$ cat src/rtl/ula_pkg.sv
// Shared definitions for the ULA test driver: opcodes, FSM states and sweep size.
package ula_pkg;

  localparam logic [3:0] OP_ADD  = 4'h0;
  localparam logic [3:0] OP_SUB  = 4'h1;
  localparam logic [3:0] OP_MUL  = 4'h2;
  localparam logic [3:0] OP_DIV  = 4'h3;
  localparam logic [3:0] OP_SHL  = 4'h4;
  localparam logic [3:0] OP_SHR  = 4'h5;
  localparam logic [3:0] OP_SWP  = 4'h6;
  localparam logic [3:0] OP_SWP2 = 4'h7;
  localparam logic [3:0] OP_AND  = 4'h8;
  localparam logic [3:0] OP_OR   = 4'h9;
  localparam logic [3:0] OP_XOR  = 4'hA;
  localparam logic [3:0] OP_NAND = 4'hB;
  localparam logic [3:0] OP_NOR  = 4'hC;
  localparam logic [3:0] OP_XNOR = 4'hD;
  localparam logic [3:0] OP_GT   = 4'hE;
  localparam logic [3:0] OP_EQ   = 4'hF;

  localparam int VEC_COUNT = 128;

  typedef enum logic [2:0] {IDLE, ISSUE, WAIT, CAPTURE, DONE} state_t;

endpackage

$ cat src/rtl/ula_golden.sv
// Combinational reference model of the ALU; skip flags the undefined divide-by-zero case.
module ula_golden
  import ula_pkg::*;
(
  input  logic [3:0] op,
  input  logic [1:0] a,
  input  logic       b,
  output logic [2:0] expected,
  output logic       skip
);

  always_comb begin
    expected = 3'b000;
    skip     = 1'b0;
    case (op)
      OP_ADD:  expected = {1'b0, a} + {2'b00, b};
      OP_SUB:  expected = {1'b0, a} - {2'b00, b};
      OP_MUL:  expected = {1'b0, (b ? a : 2'b00)};
      // B is one bit, so the only defined quotient is A/1
      OP_DIV: begin
        expected = {1'b0, a};
        skip     = ~b;
      end
      OP_SHL:  expected = {a, 1'b0};
      OP_SHR:  expected = {2'b00, a[1]};
      OP_SWP,
      OP_SWP2: expected = {1'b0, a[0], a[1]};
      OP_AND:  expected = {2'b00, a[0] & b};
      OP_OR:   expected = {2'b00, a[0] | b};
      OP_XOR:  expected = {2'b00, a[0] ^ b};
      OP_NAND: expected = {2'b00, ~(a[0] & b)};
      OP_NOR:  expected = {2'b00, ~(a[0] | b)};
      OP_XNOR: expected = {2'b00, ~(a[0] ^ b)};
      OP_GT:   expected = {2'b00, ({1'b0, a} > {2'b00, b})};
      OP_EQ:   expected = {2'b00, (a == {1'b0, b})};
      default: expected = 3'b000;
    endcase
  end

endmodule

$ cat src/rtl/ula_driver.sv
// Drives an external ALU with a single vector or an exhaustive 128-vector sweep,
// capturing each registered result and flagging mismatches against ula_golden.
module ula_driver
  import ula_pkg::*;
(
  input  logic       clk,
  input  logic       rst_n,
  input  logic       start,
  input  logic       sweep,
  input  logic [3:0] op_in,
  input  logic [1:0] a_in,
  input  logic       b_in,
  output logic [3:0] Sel,
  output logic [1:0] A,
  output logic       B,
  input  logic [2:0] Saida,
  output logic [2:0] result,
  output logic       result_valid,
  output logic       mismatch,
  output logic [7:0] err_cnt,
  output logic       busy,
  output logic       done
);

  state_t     state;
  logic       sweep_mode;
  logic [6:0] idx;
  logic [3:0] op_lat;
  logic [1:0] a_lat;
  logic       b_lat;
  logic [2:0] expected;
  logic       skip;
  logic       miss;

  // Golden value follows the vector currently presented to the ALU
  ula_golden u_golden (
    .op       (Sel),
    .a        (A),
    .b        (B),
    .expected (expected),
    .skip     (skip)
  );

  assign miss = (Saida != expected) && !skip;

  always_ff @(posedge clk or negedge rst_n) begin
    if (!rst_n) begin
      state        <= IDLE;
      sweep_mode   <= 1'b0;
      idx          <= '0;
      op_lat       <= '0;
      a_lat        <= '0;
      b_lat        <= 1'b0;
      Sel          <= '0;
      A            <= '0;
      B            <= 1'b0;
      result       <= '0;
      result_valid <= 1'b0;
      mismatch     <= 1'b0;
      err_cnt      <= '0;
      busy         <= 1'b0;
      done         <= 1'b0;
    end else begin
      result_valid <= 1'b0;
      mismatch     <= 1'b0;
      done         <= 1'b0;
      case (state)
        IDLE: begin
          if (start) begin
            state      <= ISSUE;
            busy       <= 1'b1;
            err_cnt    <= '0;
            sweep_mode <= sweep;
            idx        <= '0;
            op_lat     <= op_in;
            a_lat      <= a_in;
            b_lat      <= b_in;
          end
        end
        ISSUE: begin
          if (sweep_mode) begin
            {Sel, A, B} <= idx;
          end else begin
            Sel <= op_lat;
            A   <= a_lat;
            B   <= b_lat;
          end
          state <= WAIT;
        end
        WAIT: state <= CAPTURE;
        CAPTURE: begin
          result       <= Saida;
          result_valid <= 1'b1;
          mismatch     <= miss;
          if (miss && (err_cnt != 8'hFF)) err_cnt <= err_cnt + 8'd1;
          if (!sweep_mode || (idx == 7'(VEC_COUNT - 1))) begin
            state <= DONE;
          end else begin
            idx   <= idx + 7'd1;
            state <= ISSUE;
          end
        end
        DONE: begin
          done  <= 1'b1;
          busy  <= 1'b0;
          state <= IDLE;
        end
        default: state <= IDLE;
      endcase
    end
  end

endmodule

$ cat config.mk
export PLATFORM = sky130hd
export DESIGN_NAME = ula_driver
export DESIGN_NICKNAME = d
export VERILOG_FILES = /design/src/rtl/ula_pkg.sv /design/src/rtl/ula_golden.sv /design/src/rtl/ula_driver.sv
export SDC_FILE = /design/constraint.sdc
export NUM_CORES = 1
export LEC_CHECK = 0
export BUFFER_PORTS_ARGS = -buffer_cell sky130_fd_sc_hd__clkbuf_2
export CAP_MARGIN = 10
export CORE_MARGIN = 3
export CORE_UTILIZATION = 58
export CTS_BUF_LIST = sky130_fd_sc_hd__clkbuf_4 sky130_fd_sc_hd__clkbuf_8
export CTS_CLUSTER_SIZE = 20
export DETAILED_ROUTE_END_ITERATION = 10
export PLACE_DENSITY = 0.82
export SLEW_MARGIN = 20
export SYNTH_ARGS = -nofsm -noshare
export SYNTH_HDL_FRONTEND = slang
export SYNTH_SLANG_ARGS = --single-unit
$ cat constraint.sdc
create_clock -name clk -period 2.9 [get_ports clk]
set_input_delay 0.29 -clock clk [delete_from_list [all_inputs] [get_ports clk]]
set_output_delay 0.29 -clock clk [all_outputs]
set_load 0.05 [all_outputs]
==> flow_metrics.py <==
metrics = {
    "outcome": {
        "status": "finished, final reports clean",
    },
    "global_routing": {
        "gr-total-overflow": 0,
        "first_global_vias": 1600,
        "grtUsageTotal_pct": 21.6,
        "grt_max_degree": 27,
        "antenna_found_initial": 0,
        "grt_pass1_wl_um": 7230,
    },
    "critical_path": {
        "start_kind": "flop",
        "worstPathArrival_ns": 2.99,
        "rrSetupSlack_ns": 0.12,
        "crit_required_ns": 3.11,
        "crit_fanout": 7,
        "critPathKind": "reg2reg",
        "worstRegToRegCells": 11,
        "r2r-start": "A[0]$_DFFE_PN0N_",
        "timing.critical_path.from": "A[0]$_DFFE_PN0N_",
        "reg2reg_to": "err_cnt[3]$_DFFE_PN0P_",
        "end_kind": "flop",
    },
    "clock_tree": {
        "htree_levels": 2,
        "cts-root-buf": "clkbuf_8",
        "clock_path_buffers": 2,
        "postCtsHoldBufs": 0,
        "clkTransAtPathRegs_ns": 0.07,
        "cts_buffers": 5,
        "cts_tree": "yes",
        "insertion_delay_ns": 0.28,
        "cts_num_sinks": 40,
    },
    "sta": {
        "rsz0062_at_grt": "false",
        "final-hold-violation-count": 0,
        "finalCriticalPeriod_ns": 2.78,
        "finClkSkew_ns": 0.00299,
        "setup_tns_ns": 0,
        "min_period_over_period_pct": 95.8,
        "setup_viol": 0,
        "slew_viol_final": 0,
        "worst_slew_pin_slew_ns": 0.636,
        "fmax_ghz": 0.360,
        "maxSlewHeadroom_pct": 57.6,
        "fin_ws_ns": 0.122,
    },
    "logic_synthesis": {
        "synth_adder_area_share_pct": 4.07,
        "synthSimpleGateAreaFrac_pct": 23.9,
        "synth.avg_cell_area_um2": 9.27,
        "syn_nets": 253,
        "synth_xor_area_share_pct": 2.44,
        "synth_seq_cells": 40,
        "synth_most_common_cell": "nand2_1",
        "yosys.area.top_type": "dfrtp_1",
        "ys.flop_type": "dfrtp_1",
        "synth_area_leaders": "dfrtp_1 47%, nand2_1 8.6%, mux2i_1 7.5%",
        "synth-async-reset-ratio_pct": 100,
        "yosys_warnings": 0,
        "synth-compound-area-share_pct": 11.4,
        "synth_common_cells": "49 x nand2_1, 40 x dfrtp_1, 25 x nor2_1",
        "syn_area_um2": 2150,
        "ys_types": 47,
        "ys_seq_area_share_pct": 46.6,
        "synth_edf_count": 0,
        "netlist_instances": 232,
        "synth_top_cell_area_share_pct": 46.6,
        "muxShareOfSynthArea_pct": 7.97,
        "synth_top_family_by_area": "simple AND/OR/NAND/NOR gates",
    },
    "detailed_routing": {
        "dr.pass1.iters": 4,
        "ant_nets": 0,
        "vias": 1774,
        "drt_iter0_drc": 113,
        "drt-wirelength-per-cell_um": 13.9,
        "avgViaCountPerCell": 5.54,
        "finalWirelength_um": 4450,
        "drc": 0,
    },
    "pwr": {
        "p_total_w": 0.00311,
        "p_leak_nw": 1.24,
        "peakVddDrop_uv": 628,
        "power_density_nw_per_um2": 1190,
    },
    "placed_design": {
        "routabilityCongestion": 0.843,
        "hpwl_um": 3120,
        "portBuffers": 35,
        "dpl_worst_slack_ns": 0.0566,
    },
    "final_layout": {
        "drive_gt1_share_pct": 26.6,
        "nNetsFinal": 294,
        "syn_to_final_growth_pct": 21.2,
        "diodes": 0,
        "n_fill_cell": 253,
    },
    "die": {
        "die_h_um": 66.9,
        "io_pins": 36,
        "dieArea_um2": 4470,
        "core-area_um2": 3440,
        "die_w_um": 66.9,
        "start_util_pct": 62.5,
        "rows": 21,
    },
    "job": {
        "maxCapViolCount": 0,
    },
    "worst_hold_path": {
        "hold_class": "in2async",
    },
}
==> logic make-up (layout without fill, tap and decap cells) <==
| kind of cell | Yosys count | after routing |
|---|---|---|
| and+or+nand+nor | 106 | 106 |
| DFF | 40 | 40 |
| AOI/OAI and AO/OA | 38 | 38 |
| buffers and inverters | 18 | 60 |
| muxes | 17 | 17 |
| adders and majority gates | 7 | 7 |
| xor gates and xnor gates | 6 | 6 |
==> worst max-delay path, stage by stage (launching register included) <==
cell       delay, ns
dfrtp_2         0.46
ha_4            0.18
ha_1            0.27
or4_4           0.49
a21oi_4         0.17
a2111oi_4       0.07
xor2_1          0.27
nor4_4          0.08
buf_4           0.16
buf_4           0.14
nor3_1          0.21
mux2i_1         0.20
==> repair_timing <==
action                     CTS  global route
setup endpoints to repair    0             8
setup buffers                0             4
gates resized for setup      0            17
==> flip-flops by register name, summed over array words and instances (netlist names) <==
register / count
busy: 1
sweep_mode: 1
result_valid: 1
op_lat: 4
err_cnt: 8
mismatch: 1
idx: 7
Sel: 4
A: 2
done: 1
state: 3
B: 1
b_lat: 1
a_lat: 2
result: 3
==> cells in the final DEF (no fill, tap or decap), types with 2 or more instances in the layout <==
| cell type | n |
|---|---|
| nand3_1 | 4 |
| xor2_1 | 4 |
| dfrtp_1 | 38 |
| nor2b_1 | 3 |
| nor4_4 | 2 |
| nor3_1 | 2 |
| clkbuf_8 | 6 |
| o31ai_1 | 2 |
| o21ai_0 | 7 |
| xnor2_1 | 2 |
| clkbuf_4 | 2 |
| clkbuf_2 | 35 |
| dfrtp_2 | 2 |
| buf_4 | 10 |
| nor2_1 | 25 |
| a21oi_1 | 11 |
| inv_1 | 6 |
| o21a_1 | 2 |
| nor3b_2 | 2 |
| ha_4 | 2 |
| mux2i_1 | 16 |
| ha_1 | 5 |
| and3_1 | 3 |
| nand3b_1 | 2 |
| nand2_1 | 49 |
| a211oi_1 | 3 |
| nor3b_1 | 3 |
==> report_power, final <==
part	internal [W]	total (W)	switching [W]
clock network	0.000212	0.000384	0.000171
logic	0.000626	0.00169	0.00107
registers	0.000758	0.00104	0.000278
==> per-stage QoR <==
step	instances	utilization [%]	hold slack, ns	cell area (um^2)
floorplan	232	-	-0.00559	2150
global placement	308	69.2	0.338	2380
detailed placement	308	69.2	0.342	2380
CTS	316	72.1	0.0307	2480
global route	320	75.7	0.0477	2610
finish	320	75.7	0.0138	2610
==> worst max-delay path by stage <==
stage	end	cells past startpoint	slack, ns
finish	err_cnt[3]$_DFFE_PN0P_	11	0.12
CTS	err_cnt[1]$_DFFE_PN0P_	9	0.03
floorplan	err_cnt[1]$_DFFE_PN0P_	9	0.1
detailed placement	err_cnt[1]$_DFFE_PN0P_	9	0.06
global route	err_cnt[3]$_DFFE_PN0P_	11	0.002
global placement	err_cnt[1]$_DFFE_PN0P_	10	0.14
==> layout make-up <==
type | count | area (um^2) | share of cell area [%]
timing repair buffer | 45 | 250 | 9.61
sequential | 40 | 1000 | 38.5
multi-input combinational | 174 | 1170 | 44.9
inverter | 7 | 26.3 | 1.01
clock buffer | 8 | 97.6 | 3.75
tap | 46 | 57.6 | 2.21
==> metal layers <==
layer,share of wire (%),GRT usage (%),vias to the layer above
met5,0,0,-
met3,4.9,6.24,2
met4,0.29,5.32,0
met1,46,28.8,856
li1,-,-,880
met2,49,34.4,36
No activity file was read; power rests on OpenSTA's default activity.
